**config.mk**
```make
export PLATFORM = sky130hd
export DESIGN_NAME = pulse_xfer_sched
export DESIGN_NICKNAME = d
export VERILOG_FILES = /design/src/rtl/pulse_xfer_sched_pkg.sv /design/src/rtl/pulse_xfer_sched_rr_arbiter.sv /design/src/rtl/pulse_xfer_sched.sv
export SDC_FILE = /design/constraint.sdc
export NUM_CORES = 1
export LEC_CHECK = 0
export ABC_CLOCK_PERIOD_IN_PS = 3180
export BUFFER_PORTS_ARGS = -buffer_cell sky130_fd_sc_hd__buf_2
export CAP_MARGIN = 20
export CORE_UTILIZATION = 30
export DETAILED_ROUTE_END_ITERATION = 8
export PLACE_DENSITY_LB_ADDON = 0.05
export SYNTH_ARGS = -nofsm -noshare
export SYNTH_HDL_FRONTEND = slang
export SYNTH_HIERARCHICAL = 1
export SYNTH_SLANG_ARGS = --single-unit
```
**constraint.sdc**
```tcl
create_clock -name clk -period 3.18 [get_ports clk]
set_input_delay 0.636 -clock clk [delete_from_list [all_inputs] [get_ports clk]]
set_output_delay 0.636 -clock clk [all_outputs]
set_load 0.01 [all_outputs]
```
**src/rtl/pulse_xfer_sched_pkg.sv**
```systemverilog
// Shared types and default sizing for the pulse transfer scheduler.
package pulse_xfer_sched_pkg;

    // Scheduler FSM states: wait for work, fire the pulse, wait for the
    // synchronizer round trip, then hold off before the next pulse.
    typedef enum logic [1:0] {
        IDLE     = 2'd0,
        SEND     = 2'd1,
        WAIT_ACK = 2'd2,
        GAP      = 2'd3
    } state_t;

    localparam int DEF_NUM_REQ        = 4;
    localparam int DEF_GAP_CYCLES     = 3;
    localparam int DEF_TIMEOUT_CYCLES = 15;

    // Index width that stays legal even for a single requester.
    function automatic int id_width(input int n);
        return (n > 1) ? $clog2(n) : 1;
    endfunction

endpackage

```
**src/rtl/pulse_xfer_sched_rr_arbiter.sv**
```systemverilog
// Combinational round-robin picker over the pending flags.
module rr_arbiter
    import pulse_xfer_sched_pkg::*;
#(
    parameter  int NUM_REQ = DEF_NUM_REQ,
    localparam int ID_W    = id_width(NUM_REQ)
) (
    input  logic [NUM_REQ-1:0] pend,
    input  logic [ID_W-1:0]    last_idx,
    input  logic               last_valid,
    output logic               grant_valid,
    output logic [ID_W-1:0]    grant_idx
);

    int base;
    int idx;

    // Search starts one past the last grant (or at 0 before any grant) and wraps.
    always_comb begin
        grant_valid = 1'b0;
        grant_idx   = '0;
        idx         = 0;
        base        = last_valid ? (int'(last_idx) + 1) : 0;
        if (base >= NUM_REQ) begin
            base = 0;
        end
        for (int k = 0; k < NUM_REQ; k++) begin
            idx = base + k;
            if (idx >= NUM_REQ) begin
                idx = idx - NUM_REQ;
            end
            if (!grant_valid && (|(pend & (NUM_REQ'(1) << idx)))) begin
                grant_valid = 1'b1;
                grant_idx   = ID_W'(idx);
            end
        end
    end

endmodule

```
**src/rtl/pulse_xfer_sched.sv**
```systemverilog
// Shares one fast-to-slow pulse synchronizer between several requesters.
module pulse_xfer_sched
    import pulse_xfer_sched_pkg::*;
#(
    parameter  int NUM_REQ        = DEF_NUM_REQ,
    parameter  int GAP_CYCLES     = DEF_GAP_CYCLES,
    parameter  int TIMEOUT_CYCLES = DEF_TIMEOUT_CYCLES,
    localparam int ID_W           = id_width(NUM_REQ)
) (
    input  logic               clk,
    input  logic               rst,
    input  logic [NUM_REQ-1:0] req,
    input  logic               ack,
    output logic               pulse_out,
    output logic [ID_W-1:0]    pulse_id,
    output logic               busy,
    output logic [NUM_REQ-1:0] pend,
    output logic [NUM_REQ-1:0] drop,
    output logic               timeout_err
);

    // One down-counter serves both the ack timeout and the post-transfer gap.
    localparam int CNT_MAX = (GAP_CYCLES > TIMEOUT_CYCLES) ? GAP_CYCLES : TIMEOUT_CYCLES;
    localparam int CNT_W   = (CNT_MAX > 0) ? $clog2(CNT_MAX + 1) : 1;
    localparam logic [CNT_W-1:0] TIMEOUT_LOAD = CNT_W'((TIMEOUT_CYCLES > 0) ? TIMEOUT_CYCLES - 1 : 0);
    localparam logic [CNT_W-1:0] GAP_LOAD     = CNT_W'((GAP_CYCLES > 0) ? GAP_CYCLES - 1 : 0);

    state_t             state;
    logic [CNT_W-1:0]   cnt;
    logic [ID_W-1:0]    last_idx;
    logic               last_valid;
    logic               grant_valid;
    logic [ID_W-1:0]    grant_idx;
    logic [NUM_REQ-1:0] clear_mask;

    rr_arbiter #(
        .NUM_REQ (NUM_REQ)
    ) u_arb (
        .pend        (pend),
        .last_idx    (last_idx),
        .last_valid  (last_valid),
        .grant_valid (grant_valid),
        .grant_idx   (grant_idx)
    );

    // Pend bit consumed by a grant this cycle; a coincident req still re-sets it.
    always_comb begin
        clear_mask = '0;
        if (state == IDLE && grant_valid) begin
            clear_mask = NUM_REQ'(1) << grant_idx;
        end
    end

    // Pend/drop bookkeeping plus the transfer FSM, all outputs registered.
    always_ff @(posedge clk) begin
        if (rst) begin
            state       <= IDLE;
            cnt         <= '0;
            pend        <= '0;
            drop        <= '0;
            pulse_out   <= 1'b0;
            pulse_id    <= '0;
            busy        <= 1'b0;
            timeout_err <= 1'b0;
            last_idx    <= '0;
            last_valid  <= 1'b0;
        end else begin
            drop        <= req & pend & ~clear_mask;
            pend        <= (pend & ~clear_mask) | req;
            pulse_out   <= 1'b0;
            timeout_err <= 1'b0;
            case (state)
                IDLE: begin
                    if (grant_valid) begin
                        state      <= SEND;
                        pulse_out  <= 1'b1;
                        pulse_id   <= grant_idx;
                        last_idx   <= grant_idx;
                        last_valid <= 1'b1;
                        busy       <= 1'b1;
                    end
                end
                SEND: begin
                    state <= WAIT_ACK;
                    cnt   <= TIMEOUT_LOAD;
                end
                WAIT_ACK: begin
                    if (ack || cnt == '0) begin
                        timeout_err <= ~ack;
                        if (GAP_CYCLES == 0) begin
                            state <= IDLE;
                            busy  <= 1'b0;
                            cnt   <= '0;
                        end else begin
                            state <= GAP;
                            cnt   <= GAP_LOAD;
                        end
                    end else begin
                        cnt <= cnt - 1'b1;
                    end
                end
                GAP: begin
                    if (cnt == '0) begin
                        state <= IDLE;
                        busy  <= 1'b0;
                    end else begin
                        cnt <= cnt - 1'b1;
                    end
                end
                default: begin
                    state <= IDLE;
                    busy  <= 1'b0;
                    cnt   <= '0;
                end
            endcase
        end
    end

endmodule

```
==> impl_table.tex <==
\begin{tabular}{lr}
\hline
Metric & Value \\
\hline
\multicolumn{2}{l}{\textbf{Status}} \\
\quad Run status & finished clean \\
\multicolumn{2}{l}{\textbf{Critical path}} \\
\quad Worst setup path category & flip-flop to flip-flop \\
\quad Sequence of cells on the critical path & ha\_1 > or4b\_4 > o22ai\_2 > a21oi\_2 > or3\_1 > o22ai\_1 > inv\_1 > o31ai\_1 > a21oi\_1 \\
\quad Slowest stage delay, CP & 0.56 ns \\
\quad R2r endpoint & pend[2] \\
\quad Worst setup slack for register-to-register paths & 0.32 ns \\
\quad Worst path top cell family by delay & compound AO/OA/AOI/OAI gates \\
\quad Worst R2R Path Depth & 9 \\
\quad Sort of element at the start of the critical path & flip-flop \\
\quad Worst-path maximum fanout & 10 \\
\quad CP Data Required Time & 3.31 ns \\
\quad Count of buffer and inverter cells on the critical path & 1 \\
\quad Type of destination of the critical path & flip-flop \\
\quad Cell with the largest stage delay on the worst path & sky130\_fd\_sc\_hd\_\_or4b\_4 \\
\quad Critical path data arrival time & approximately 3 ns \\
\quad Reg2reg start & last\_idx[0] \\
\multicolumn{2}{l}{\textbf{Power and ir drop}} \\
\quad Share of total power in sequential cells & 0.309 \\
\quad Combinational fraction of design power & 0.567 \\
\quad Internal power & 0.000724 W \\
\quad Net Sw Frac & 0.437 \\
\quad NetSw & 0.000563 W \\
\quad Power per unit of standard cell area & approximately 950 nW/µm² \\
\quad Power, Total & 0.00129 W \\
\quad Leakage power total & 0.567 nW \\
\quad VDD IR-drop max & between 0.0003 and 0.0004 V \\
\quad Clock share of power & 0.123 \\
\multicolumn{2}{l}{\textbf{STA}} \\
\quad Least-Margin Pin Slew & a little over 0.4 ns \\
\quad Final Hold Fails & 0 \\
\quad Max-slew violation total from the final report & 0 \\
\quad Tightest slew margin relative to the limit & 0.718 \\
\quad Highest Clock Rate & 0.350 GHz \\
\quad Setup repair after global routing missed its margin & no \\
\quad Aggregate negative setup slack & 0 ns \\
\quad Min Clock Period, post-route & 2.86 ns \\
\quad Setup violations, final & 0 \\
\quad Skew final & 0.00395 ns \\
\quad Share of the clock period used by the worst path after layout & 0.899 \\
\multicolumn{2}{l}{\textbf{Synth}} \\
\quad Flop and latch count out of synthesis & 20 \\
\quad Count of unique library cells instantiated by Yosys & 45 \\
\quad Share of synthesized flip-flops with an asynchronous set or reset & 0 \\
\quad Area of the mapped netlist & approximately 1200 µm² \\
\quad Cells after Synth & about 140 \\
\quad Synthesized area per cell & around 8.5 µm² \\
\quad Net count after synthesis & 152 \\
\quad Main synth FF type & sky130\_fd\_sc\_hd\_\_dfxtp\_1 \\
\quad Number of flops mapped to enable cells by yosys & 0 \\
\quad Synth warnings & 6 \\
\quad Register area share after synthesis & 0.339 \\
\multicolumn{2}{l}{\textbf{Worst hold path}} \\
\quad Worst min-delay path endpoint & cnt[0] \\
\quad Depth of the worst hold-timing path & 2 \\
\quad Hold path startpoint & cnt[0] \\
\quad Kind of path behind the tightest hold check & flip-flop to flip-flop \\
\multicolumn{2}{l}{\textbf{Routing}} \\
\quad \# DRC & 0 \\
\quad Met3 wire length & 115 µm \\
\quad First-iteration detailed-routing DRC count & between 70 and 80 \\
\quad Mean number of vias per cell & about 5 \\
\quad Met1 WL & 1430 µm \\
\quad Remaining antenna violation count & 0 \\
\quad Routed wire length on met2 & between 1000 and 1500 µm \\
\quad Total via count in the routed design & 1023 \\
\quad Wire length reported by the detailed router & 2640 µm \\
\quad Drt first pass iters & 4 \\
\quad Routed length per placed instance & about 13 µm \\
\quad Top layer used by detailed routing & met4 \\
\multicolumn{2}{l}{\textbf{Clock network}} \\
\quad Setup Buffers After CTS & 0 \\
\quad Insertion delay to the later sink of the worst-skew pair & 0.25 ns \\
\quad Clk slew on worst S/H paths & $\sim$0.070 ns \\
\quad Max Buffers Root-to-Sink & 2 \\
\quad Root buffer cell & sky130\_fd\_sc\_hd\_\_clkbuf\_8 \\
\quad Clock tree from TritonCTS & built \\
\quad Clock Sink Count & 20 \\
\quad H-Tree Level Count & 1 \\
\quad CTS Buf Count & 3 \\
\multicolumn{2}{l}{\textbf{Place}} \\
\quad Buffers added on ports & 19 \\
\quad Final GP Congestion & roughly 0.87 \\
\quad Half-perimeter wire length after placement & slightly above 2000 µm \\
\multicolumn{2}{l}{\textbf{Global route}} \\
\quad Overall global routing resource usage & 0.145 \\
\quad Pin count of the biggest net entering global routing & 22 \\
\quad Global route total overflow & 0 \\
\quad Global-route wire length before repair & $\sim$4700 µm \\
\quad Number of antenna violations at the first check in global routing & 0 \\
\quad Vias in the first global route & roughly 1000 \\
\multicolumn{2}{l}{\textbf{Die}} \\
\quad Die extent in x & roughly 65 µm \\
\quad Die height & 64.7 µm \\
\quad Total die area & $\sim$4200 µm² \\
\quad Starting density of the core & 0.318 \\
\quad Top Ports & 20 \\
\quad Standard cell core area & between 3000 and 4000 µm² \\
\quad Row cnt & 22 \\
\multicolumn{2}{l}{\textbf{Finish}} \\
\quad Commonest cells after routing, fill and taps aside & sky130\_fd\_sc\_hd\_\_dfxtp\_1 (19), sky130\_fd\_sc\_hd\_\_buf\_2 (19), sky130\_fd\_sc\_hd\_\_nor2\_1 (14) \\
\quad Fraction of layout instances using a drive strength above 1 & 0.210 \\
\quad Antenna Diode Count & 0 \\
\quad Number of nets at the end of the flow & between 150 and 200 \\
\quad Area Growth Syn to Fin & 15.1\% \\
\multicolumn{2}{l}{\textbf{Job}} \\
\quad Max-cap viol count & 0 \\
\hline
\end{tabular}
-- worst min-delay path, stage by stage (launching register included) --
cell and delay [ns]:
sky130_fd_sc_hd__dfxtp_1 0.33, sky130_fd_sc_hd__o21ai_0 0.08, sky130_fd_sc_hd__a21oi_1 0.06
-- cells in the mapped netlist, drive strengths merged (3+ instances only) --
cell type  number  area [µm²]
nor2b           4        25.0
nand2           5        21.3
a21oi          12        63.8
nor2           14        52.6
nor3            9        45.0
dfxtp          20         400
inv            12        45.0
o22ai           4        31.3
o21ai           8        40.0
ha              7        87.6
o31ai           3        22.5
nand2b          5        31.3
-- per-layer routing --
| metal | vias up | track usage |
|---|---|---|
| met3 | 2 | 0.0370 |
| met5 | - | 0 |
| met1 | 465 | 0.207 |
| li1 | 534 | - |
| met4 | 0 | 0.0333 |
| met2 | 22 | 0.214 |
-- metrics by stage --
| step | instances | utilization | hold WS (ns) | setup slack, ns | instance area, µm² |
|---|---|---|---|---|---|
| CTS | 205 | 0.365 | 0.512 | 0.201 | 1360 |
| finish | 205 | 0.365 | 0.507 | 0.322 | 1360 |
| detailed placement | 202 | 0.354 | 0.492 | 0.216 | 1320 |
| floorplan | 138 | - | 0.469 | 0.546 | 1180 |
| global route | 205 | 0.365 | 0.544 | 0.0711 | 1360 |
| global placement | 202 | 0.354 | 0.475 | 0.244 | 1320 |
-- flip-flops by register name, indices dropped and copies added (netlist names) --
signal,cells
busy,1
drop,4
cnt,4
pulse_out,1
last_valid,1
timeout_err,1
state,2
pend,4
last_idx,2
-- logic make-up (layout without fill, tap and decap cells) --
| family | after synthesis | in the layout | synth area share |
|---|---|---|---|
| compound gates | 39 | 39 | 0.234 |
| xor+xnor | 1 | 1 | 0.00742 |
| fa+ha+maj | 7 | 7 | 0.0742 |
| buf+inv | 15 | 34 | 0.0551 |
| flops | 20 | 20 | 0.339 |
| mux | 4 | 4 | 0.0361 |
| simple gates | 52 | 52 | 0.253 |
-- area by class of cell --
cell class              count  area, µm²
flip-flops and latches     20        402
well taps                  48       60.1
repair buffers             19       95.1
clock buffers               3       41.3
multi-input cells         103        714
inverters                  12       45.0
fillers                   409       2360
-- power by group through the flow --
stage                     clock network (W)  logic [W]  registers, W
final                              0.000159   0.000730      0.000398
after global placement                    0   0.000731      0.000400
after CTS                          0.000171   0.000731      0.000397
after global routing               0.000178   0.000827      0.000408
after floorplan                           0   0.000566      0.000394
after detailed placement                  0   0.000725      0.000403
-- worst max-delay path by stage --
| stage | from | to | cells after the start |
|---|---|---|---|
| final | last_idx[0] | pend[2] | 9 |
| after global routing | last_idx[0] | pend[2] | 9 |
| after CTS | last_idx[0] | pend[2] | 9 |
| after detailed placement | last_idx[0] | pend[2] | 9 |
| after global placement | last_idx[0] | pend[2] | 9 |
| after floorplan | last_idx[0] | state[0] | 9 |
-- timing repair --
item	in CTS	in global routing
resized for setup	0	1
endpoints found under the setup margin	0	2
hold buffers	0	0
Power figures use the tool's default switching activity.
